==> src/rtl/prio_scan_encoder_pkg.sv <==
// prio_enc_pkg: shared types and helpers for the priority scan encoder.
//   state_t      - controller state (IDLE: nothing pending, EMIT: beats pending)
//   MODE_SINGLE  - emit only the priority bit of each vector
//   MODE_SCAN    - emit every set bit, one beat each
//   popcount()   - population count over a zero-extended vector
package prio_enc_pkg;

  typedef enum logic {
    IDLE = 1'b0,
    EMIT = 1'b1
  } state_t;

  localparam int MODE_SINGLE = 0;
  localparam int MODE_SCAN   = 1;

  // Widest vector popcount() accepts; callers zero-extend into this width.
  localparam int POP_MAX_W = 1024;

  function automatic int unsigned popcount(input logic [POP_MAX_W-1:0] v);
    int unsigned c;
    c = 0;
    for (int i = 0; i < POP_MAX_W; i++) begin
      if (v[i]) c++;
    end
    return c;
  endfunction

endpackage

==> src/rtl/prio_find.sv <==
// prio_find: combinational priority finder.
//   vec   in  WIDTH  vector to search
//   idx   out IDX_W  index of the priority set bit (0 when vec is empty)
//   found out 1      at least one bit of vec is set
//   more  out 1      more than one bit of vec is set
// MSB_FIRST = 0 gives priority to the lowest index, 1 to the highest.
module prio_find #(
  parameter  int WIDTH     = 16,
  parameter  int MSB_FIRST = 0,
  localparam int IDX_W     = $clog2(WIDTH)
) (
  input  logic [WIDTH-1:0] vec,
  output logic [IDX_W-1:0] idx,
  output logic             found,
  output logic             more
);

  always_comb begin
    idx = '0;
    // Walk toward the priority end so the last match is the winner.
    if (MSB_FIRST != 0) begin
      for (int i = 0; i < WIDTH; i++) begin
        if (vec[i]) idx = IDX_W'(i);
      end
    end else begin
      for (int i = WIDTH - 1; i >= 0; i--) begin
        if (vec[i]) idx = IDX_W'(i);
      end
    end
  end

  assign found = |vec;
  // Clearing the lowest set bit leaves something only if two or more were set.
  assign more  = |(vec & (vec - WIDTH'(1)));

endmodule

==> src/rtl/prio_scan_encoder.sv <==
// prio_scan_encoder: accepts a request vector and emits encoded bit indices.
//   clk, rst_n          clock, asynchronous active-low reset
//   en                  acceptance enable (does not stall a vector in flight)
//   in_vec/in_valid/in_ready      request vector handshake
//   out_idx/out_last/out_zero/out_count/out_valid/out_ready  beat handshake
// MODE_SINGLE emits one beat per vector; MODE_SCAN emits one beat per set bit.
// An all-zero vector produces a single beat flagged out_zero.
module prio_scan_encoder
  import prio_enc_pkg::*;
#(
  parameter  int WIDTH     = 16,
  parameter  int MODE      = 0,
  parameter  int MSB_FIRST = 0,
  localparam int IDX_W     = $clog2(WIDTH),
  localparam int CNT_W     = $clog2(WIDTH + 1)
) (
  input  logic             clk,
  input  logic             rst_n,
  input  logic             en,
  input  logic [WIDTH-1:0] in_vec,
  input  logic             in_valid,
  output logic             in_ready,
  output logic [IDX_W-1:0] out_idx,
  output logic             out_last,
  output logic             out_zero,
  output logic [CNT_W-1:0] out_count,
  output logic             out_valid,
  input  logic             out_ready
);

  state_t           state_q, state_d;
  logic [WIDTH-1:0] pend_q, pend_d;
  logic             out_valid_q, out_valid_d;
  logic [IDX_W-1:0] out_idx_q, out_idx_d;
  logic             out_last_q, out_last_d;
  logic             out_zero_q, out_zero_d;
  logic [CNT_W-1:0] out_count_q, out_count_d;

  logic                 fire;
  logic                 accept;
  logic                 refresh;
  logic [WIDTH-1:0]     pend_clr;
  logic [POP_MAX_W-1:0] pop_ext;
  logic [IDX_W-1:0]     find_idx;
  logic                 find_found;
  logic                 find_more;

  assign fire     = out_valid_q & out_ready;
  assign in_ready = en & ((state_q == IDLE) | (fire & out_last_q));
  assign accept   = in_valid & in_ready;

  // State, pending vector and count. refresh marks cycles where the beat
  // fields must be recomputed from the new pending vector.
  always_comb begin
    state_d     = state_q;
    pend_d      = pend_q;
    out_valid_d = out_valid_q;
    out_count_d = out_count_q;
    refresh     = 1'b0;
    pend_clr    = pend_q;
    pend_clr[out_idx_q] = 1'b0;
    pop_ext     = '0;
    pop_ext[WIDTH-1:0] = in_vec;

    if (accept) begin
      // Also covers a last-beat handshake in the same cycle: no bubble.
      state_d     = EMIT;
      pend_d      = in_vec;
      out_count_d = CNT_W'(popcount(pop_ext));
      out_valid_d = 1'b1;
      refresh     = 1'b1;
    end else if (fire) begin
      if (out_last_q) begin
        state_d     = IDLE;
        pend_d      = '0;
        out_valid_d = 1'b0;
      end else begin
        pend_d  = pend_clr;
        refresh = 1'b1;
      end
    end
  end

  // Beat fields are derived from the next pending vector so they can be
  // registered and presented one cycle after the vector changes.
  prio_find #(
    .WIDTH     (WIDTH),
    .MSB_FIRST (MSB_FIRST)
  ) u_find (
    .vec   (pend_d),
    .idx   (find_idx),
    .found (find_found),
    .more  (find_more)
  );

  always_comb begin
    out_idx_d  = out_idx_q;
    out_last_d = out_last_q;
    out_zero_d = out_zero_q;
    if (refresh) begin
      out_idx_d  = find_found ? find_idx : '0;
      out_zero_d = ~find_found;
      out_last_d = (MODE == MODE_SINGLE) ? 1'b1 : ~find_more;
    end
  end

  always_ff @(posedge clk or negedge rst_n) begin
    if (!rst_n) begin
      state_q     <= IDLE;
      pend_q      <= '0;
      out_valid_q <= 1'b0;
      out_idx_q   <= '0;
      out_last_q  <= 1'b0;
      out_zero_q  <= 1'b0;
      out_count_q <= '0;
    end else begin
      state_q     <= state_d;
      pend_q      <= pend_d;
      out_valid_q <= out_valid_d;
      out_idx_q   <= out_idx_d;
      out_last_q  <= out_last_d;
      out_zero_q  <= out_zero_d;
      out_count_q <= out_count_d;
    end
  end

  assign out_valid = out_valid_q;
  assign out_idx   = out_idx_q;
  assign out_last  = out_last_q;
  assign out_zero  = out_zero_q;
  assign out_count = out_count_q;

endmodule

==> config.mk <==
export PLATFORM = sky130hd
export DESIGN_NAME = prio_scan_encoder
export DESIGN_NICKNAME = d
export VERILOG_FILES = /design/src/rtl/prio_scan_encoder_pkg.sv /design/src/rtl/prio_find.sv /design/src/rtl/prio_scan_encoder.sv
export SDC_FILE = /design/constraint.sdc
export NUM_CORES = 1
export LEC_CHECK = 0
export ABC_AREA = 1
export CAP_MARGIN = 40
export CORE_AREA = 2 2 119 121
export DETAILED_ROUTE_END_ITERATION = 8
export DIE_AREA = 0 0 121 123
export HOLD_SLACK_MARGIN = 0.15
export SLEW_MARGIN = 20
export SYNTH_ARGS = -nofsm -noshare
export SYNTH_HDL_FRONTEND = slang
export SYNTH_SLANG_ARGS = --single-unit
==> constraint.sdc <==
create_clock -name clk -period 3.15 [get_ports clk]
set_input_delay 0.63 -clock clk [delete_from_list [all_inputs] [get_ports clk]]
set_output_delay 0.63 -clock clk [all_outputs]
set_load 0.005 [all_outputs]
### Yosys cells after proc, flatten, opt, wreduce, memory -nomap -nowiden

Index checks and enable logic that the tools add are counted.

* add/subtract/negate cells: 15
* order comparisons: 2
* multiplexer cells: 59
* bitwise gates (word level): 9
* reductions and logical operators: 5

Operators by type and width (number)
* 2-to-1 mux 5 bit: 30
* adder 5 x 1 -> 5 bit, second input constant: 15
* 2-to-1 mux 4 bit: 17
* 2-to-1 mux 16 bit: 3
* AND 16 bit: 1
* inverter 16 bit: 1
* OR reduction 16 bit: 1
* 2-to-1 mux 1 bit: 8
* less-than comparator 4 x 5 -> 1 bit, second input constant: 1
* AND 1 bit: 4
* demux 1 bit (select 4 bit): 1
* greater-or-equal comparator 4 x 1 -> 1 bit, second input constant: 1
* nonzero test 2 bit: 2
* inverter 1 bit: 2
* AND reduction 2 bit: 1
* logical AND 1 bit: 1
* OR 1 bit: 1

* flip-flop bits (word level): 28
* input bits: 21
* output and inout port bits: 13
* logic and storage cells: 96

### Longest topological paths before layout

* depth in word-level cells: 50
* gate-level depth with buffers: 47

### Modules after synthesis

From an unflattened synthesis, not the netlist that was laid out.

* cell total of the unflattened synthesis: 610
* area, all modules: 3664.8 um2

By module, submodules not included
* prio_scan_encoder: times used 1, cells an instance 531, area an instance 3256.9 um2, seq. area each 700.7 um2
* prio_find: times used 1, cells an instance 79, area an instance 407.9 um2, seq. area each 0.0 um2

### Worst setup path after synthesis

Ideal clock, no wire load.

* kind: input -> register
* start point: input port in_vec[0]
* end point: register out_count_q[4], in the netlist out_count[4]
* arrival: 6168 ps
* data required time: 3032 ps
* path slack: -3136 ps
* stages on the path: 45
* buffers on the path: 0
* path through: inv_1 ha_1 inv_1 nand2_4 nand2_4 xnor2_1 o21ai_0 ha_1 or2_1 nand2_1 nand2_1 nand2_1 o21ai_2 ha_1 nand2_1 a21boi_0 nand2_1 nand3_1 [... 9 more ...] nor2_2 o21ai_2 ha_1 nand2_1 nand2_1 inv_1 nor2_2 o31ai_1 ha_1 o21ai_0 inv_1 ha_1 nand4_1 inv_1 nand2_1 nand2_1 nand3_1 nand2_1

* word-level cells in the longest chain between the ends: 46

Ends and longest elaborated chain
* from (decl): line prio_scan_encoder.sv:20 `input logic [WIDTH-1:0] in_vec,`
* 2-to-1 mux 1 bit *: line prio_scan_encoder_pkg.sv:23 `if (v[i]) c++;`
* 2-to-1 mux 5 bit *: line prio_scan_encoder.sv:65 `if (accept) begin`
* adder 5 x 1 -> 5 bit: line prio_scan_encoder_pkg.sv:23
* 2-to-1 mux 5 bit *: line prio_scan_encoder_pkg.sv:23
* 2-to-1 mux 5 bit *: line prio_scan_encoder.sv:65
* adder 5 x 1 -> 5 bit: line prio_scan_encoder_pkg.sv:23
* 2-to-1 mux 5 bit *: line prio_scan_encoder_pkg.sv:23
* 2-to-1 mux 5 bit *: line prio_scan_encoder.sv:65
* [... 30 more ...]
* adder 5 x 1 -> 5 bit: line prio_scan_encoder_pkg.sv:23
* 2-to-1 mux 5 bit *: line prio_scan_encoder_pkg.sv:23
* 2-to-1 mux 5 bit *: line prio_scan_encoder.sv:65
* adder 5 x 1 -> 5 bit: line prio_scan_encoder_pkg.sv:23
* 2-to-1 mux 5 bit *: line prio_scan_encoder_pkg.sv:23
* 2-to-1 mux 5 bit *: line prio_scan_encoder.sv:65
* adder 5 x 1 -> 5 bit: line prio_scan_encoder_pkg.sv:23
* 2-to-1 mux 5 bit *: line prio_scan_encoder_pkg.sv:23
* to (signal assigned): line prio_scan_encoder.sv:123 `out_count_q <= out_count_d;`
* to (decl): line prio_scan_encoder.sv:37 `logic [CNT_W-1:0] out_count_q, out_count_d;`

Every way passes the cells marked *; elsewhere a longest branch is shown, timed or not. The select of a mux whose other input is x is not followed.
A chain may end at the register's enable or synchronous reset.

### Final worst setup path

Ends and elaborated chain as after synthesis.

==> impl_metrics.yaml <==
layout:
  num_antenna_cells: 0
  area_growth_from_synthesis_to_layout_pct: 65.7
  design_area_sq_um: 5500
  multi_input_area_sq_um: 2690
  num-nets-final: 765
  register_area_sq_um: 701
  post-route-util: 0.404
  fillers: 1412
  post_route_cells_drive_above_1_share: 0.353
sta:
  setup_repair_after_global_routing_missed_its_margin: "yes"
  worstMarginPinSlew_ns: 0.541
  max_freq_ghz: 0.166
  timing.final.hold_violations: 0
  final-max-slew-violation-count: 0
  setup-violations-final: 5
  slew-limit-headroom: 0.635
  minimum_period_implied_by_the_final_worst_setup_slack_ns: 6.02
  min_period_over_period: 1.91
  fin_ws_ns: -2.87
  timing.clock.skew_ns: 0.00680
global_routing:
  first_global_vias: 3673
  grt_use_total: 0.121
  global_route.overflow_total: 0
  first_pass_grt_wire_length_um: 15400
  grt_start_max_net_pins: 29
  initial_antenna_violation_count: 0
route:
  antenna_violating_nets_remaining: 0
  drc: 0
  post_drt_wl_per_cell_um: 10.3
  detailroute.via_count: 3864
  detail_route.wirelength_um: 9350
  drt-pass1-iter-count: 4
  viasPerCell: 4.26
  initialDrtViolationCount: 118
clocking:
  clk_latency_ns: 0.26
  cts-buffers-inserted: 3
  tritoncts_clock_tree: "built"
  h-tree-depth: 1
  ctsRootBufferMaster: "sky130_fd_sc_hd__clkbuf_16"
  clk_path_buf_depth: 2
  clk_pin_slew_worst_paths_ns: 0.07
  clock_sink_count: 28
synthesis:
  dominant_combinational_cell_family_by_area_after_synthesis: "simple AND/OR/NAND/NOR gates"
  ys_top_cells_by_area: "sky130_fd_sc_hd__dfrtp_1 (21%), sky130_fd_sc_hd__nand2_1 (20%), sky130_fd_sc_hd__inv_1 (10%)"
  synth_ff_type: "sky130_fd_sc_hd__dfrtp_1"
  synth_enable_flop_cells: 0
  synth_async_sr_flop_share: 1.00
  synthDistinctLibCells: 33
  yosys-mux-area-fraction: 0
  synthCells: 564
  seq_area_frac_synth: 0.211
  synth-warning-count: 0
  netlist.top_cell.by_area: "sky130_fd_sc_hd__dfrtp_1"
  area_fraction_in_and_or_nand_and_nor_cells_after_synthesis: 0.463
  syn_area_per_cell_sq_um: 5.88
  netlist_area_sq_um: 3320
  synthXorXnorAreaFrac: 0.0106
  synth_largest_type_area_fraction: 0.211
  compound_cell_area_share_of_the_yosys_netlist: 0.138
  synth_seq_cells: 28
  synthTopCellsByCount: "sky130_fd_sc_hd__nand2_1 (180), sky130_fd_sc_hd__inv_1 (92), sky130_fd_sc_hd__nand3_1 (58)"
  synthAdderAreaFrac: 0.0641
  syn_nets: 602
  synth.most_common_cell: "sky130_fd_sc_hd__nand2_1"
critical_path:
  reg2regPathDepth: 14
  critPathMaxStageDelay_ns: 0.30
  path_class: "in -> reg"
  crit_path_top_delay_cell: "sky130_fd_sc_hd__ha_1"
  timing.critical_path.max_delay_family: "adder cells"
  regToRegEndpoint: "out_zero$_DFFE_PN0P_"
  critical_path.most_common_cell: "sky130_fd_sc_hd__nand2_1"
  worst_r2r_startpoint: "out_valid$_DFFE_PN0P_"
  critPathRequiredTime_ns: 3.31
  critPathLaunchType: "input pin"
  cp_num_buf_inv: 6
  path_max_fanout: 4
  r2r_setup_slack_ns: 0.71
  timing.critical_path.arrival_ns: 6.18
  critical_path.endpoint_type: "register"
place:
  place.detailed.hpwl_um: 7000
  place.gp.congestion: 0.806
  detailed_place.area_sq_um: 4730
  portBuffers: 33
  dp_slack_ns: -3.83
min_path:
  worstHoldEndpoint: "out_count[2]$_DFFE_PN0P_"
  hold_class: "reg -> reg"
  holdCritStartpoint: "out_count[2]$_DFFE_PN0P_"
  cell_depth_of_the_worst_hold_path: 2
floorplanning:
  core_region_area_sq_um: 13600
  die_y_um: 123
  dieArea_sq_um: 14900
  num_rows: 43
  die_w_um: 121
  start_util: 0.244
  ios: 34
pwr:
  peakVddDrop_mv: 0.359
  cellPowerDensity_nw_per_um2: 521
  power.total_mw: 2.86
  static-leakage-power_nw: 3.00
job:
  drv.max_cap_violation_count: 0
run_status:
  run_status: "complete, but fails checks"
  failing_checks: "negative setup slack"
## kinds of logic after synthesis
| kind of cell | Yosys count |
|---|---|
| DFF | 28 |
| adders and majority gates | 17 |
| xor gates and xnor gates | 4 |
| buffers and inverters | 99 |
| AOI/OAI and AO/OA | 77 |
| and+or+nand+nor | 339 |
## per-stage QoR
step                      setup TNS, ns  instances  hold WS, ns
after detailed placement         -16.92        877        0.463
final                            -12.32        906        0.473
after global placement           -16.81        877        0.459
after CTS                        -13.05        892        0.488
after floorplan                  -10.35        564        0.334
after global routing             -14.14        906        0.500
## metal layers
layer,up-vias,wire length (um),global-route usage
met2,21,4670,0.220
met5,-,0,0
li1,2138,-,-
met3,2,127,0.00784
met4,0,19,0.0160
met1,1703,4530,0.160
## worst register-to-register path, stage by stage (launching register included)
cell	delay [ns]
sky130_fd_sc_hd__dfrtp_1	0.40
sky130_fd_sc_hd__nand2_1	0.09
sky130_fd_sc_hd__o21ai_0	0.10
sky130_fd_sc_hd__nand2_1	0.07
sky130_fd_sc_hd__inv_1	0.04
sky130_fd_sc_hd__nand2_1	0.09
sky130_fd_sc_hd__buf_12	0.17
sky130_fd_sc_hd__buf_4	0.19
sky130_fd_sc_hd__nor2_1	0.05
sky130_fd_sc_hd__a31oi_1	0.19
sky130_fd_sc_hd__inv_1	0.11
sky130_fd_sc_hd__nor4_1	0.27
sky130_fd_sc_hd__buf_4	0.17
sky130_fd_sc_hd__nand3_1	0.09
sky130_fd_sc_hd__o41ai_1	0.30
## state kept, by name, summed over array words and instances (netlist names)
signal	flops
out_last	1
pend_q	16
out_valid	1
out_idx	4
out_zero	1
out_count	5
## cell usage in the layout (no fill, tap or decap), types with 5 or more instances in the layout
master,count
sky130_fd_sc_hd__buf_6,14
sky130_fd_sc_hd__o21ai_2,10
sky130_fd_sc_hd__nand2_2,33
sky130_fd_sc_hd__nand3_1,47
sky130_fd_sc_hd__nand2_4,13
sky130_fd_sc_hd__clkdlybuf4s50_1,29
sky130_fd_sc_hd__o21ai_1,5
sky130_fd_sc_hd__nand3b_1,5
sky130_fd_sc_hd__nand3_2,12
sky130_fd_sc_hd__o21ai_0,22
sky130_fd_sc_hd__buf_4,115
sky130_fd_sc_hd__a21oi_1,8
sky130_fd_sc_hd__dfrtp_1,28
sky130_fd_sc_hd__inv_2,8
sky130_fd_sc_hd__nand3_4,9
sky130_fd_sc_hd__a31oi_1,14
sky130_fd_sc_hd__ha_1,11
sky130_fd_sc_hd__nand2_1,162
sky130_fd_sc_hd__nor2_1,41
sky130_fd_sc_hd__ha_4,6
sky130_fd_sc_hd__nor2_2,9
sky130_fd_sc_hd__inv_1,83
## worst max-delay path by stage
| stage | startpoint | end | cells past startpoint |
|---|---|---|---|
| 6_report | in_vec[0] | out_count[4]$_DFFE_PN0P_ | 46 |
| 5_1_grt | in_vec[0] | out_count[4]$_DFFE_PN0P_ | 46 |
| 4_1_cts | in_vec[0] | out_count[4]$_DFFE_PN0P_ | 47 |
| 3_5_place_dp | in_vec[1] | out_count[4]$_DFFE_PN0P_ | 46 |
| 3_3_place_gp | in_vec[1] | out_count[4]$_DFFE_PN0P_ | 46 |
| 2_1_floorplan | in_vec[0] | out_count[4]$_DFFE_PN0P_ | 45 |
## power breakdown
| part | total, mW | switching (mW) | internal, mW |
|---|---|---|---|
| Clock | 0.377 | 0.124 | 0.253 |
| Sequential | 0.566 | 0.0760 | 0.490 |
| Combinational | 1.92 | 0.994 | 0.924 |
| Total | 2.86 | 1.19 | 1.67 |
## area by class of cell
type | instances | share of cell area
repair buffers | 164 | 0.256
clock inverters | 1 | 0.00546
clock buffers | 3 | 0.0137
multi-input cells | 437 | 0.489
inverters | 93 | 0.0672
flip-flops and latches | 28 | 0.128
well taps | 180 | 0.0410
## repair_timing
| action | in CTS | in global routing |
|---|---|---|
| hold endpoints to repair | 0 | 0 |
| pin swaps | 35 | 61 |
| setup buffers | 11 | 16 |
| gates resized for setup | 22 | 94 |
| hold buffers | 0 | 0 |
| endpoints found under the setup margin | 5 | 5 |
No activity file was read; power rests on OpenSTA's default activity.
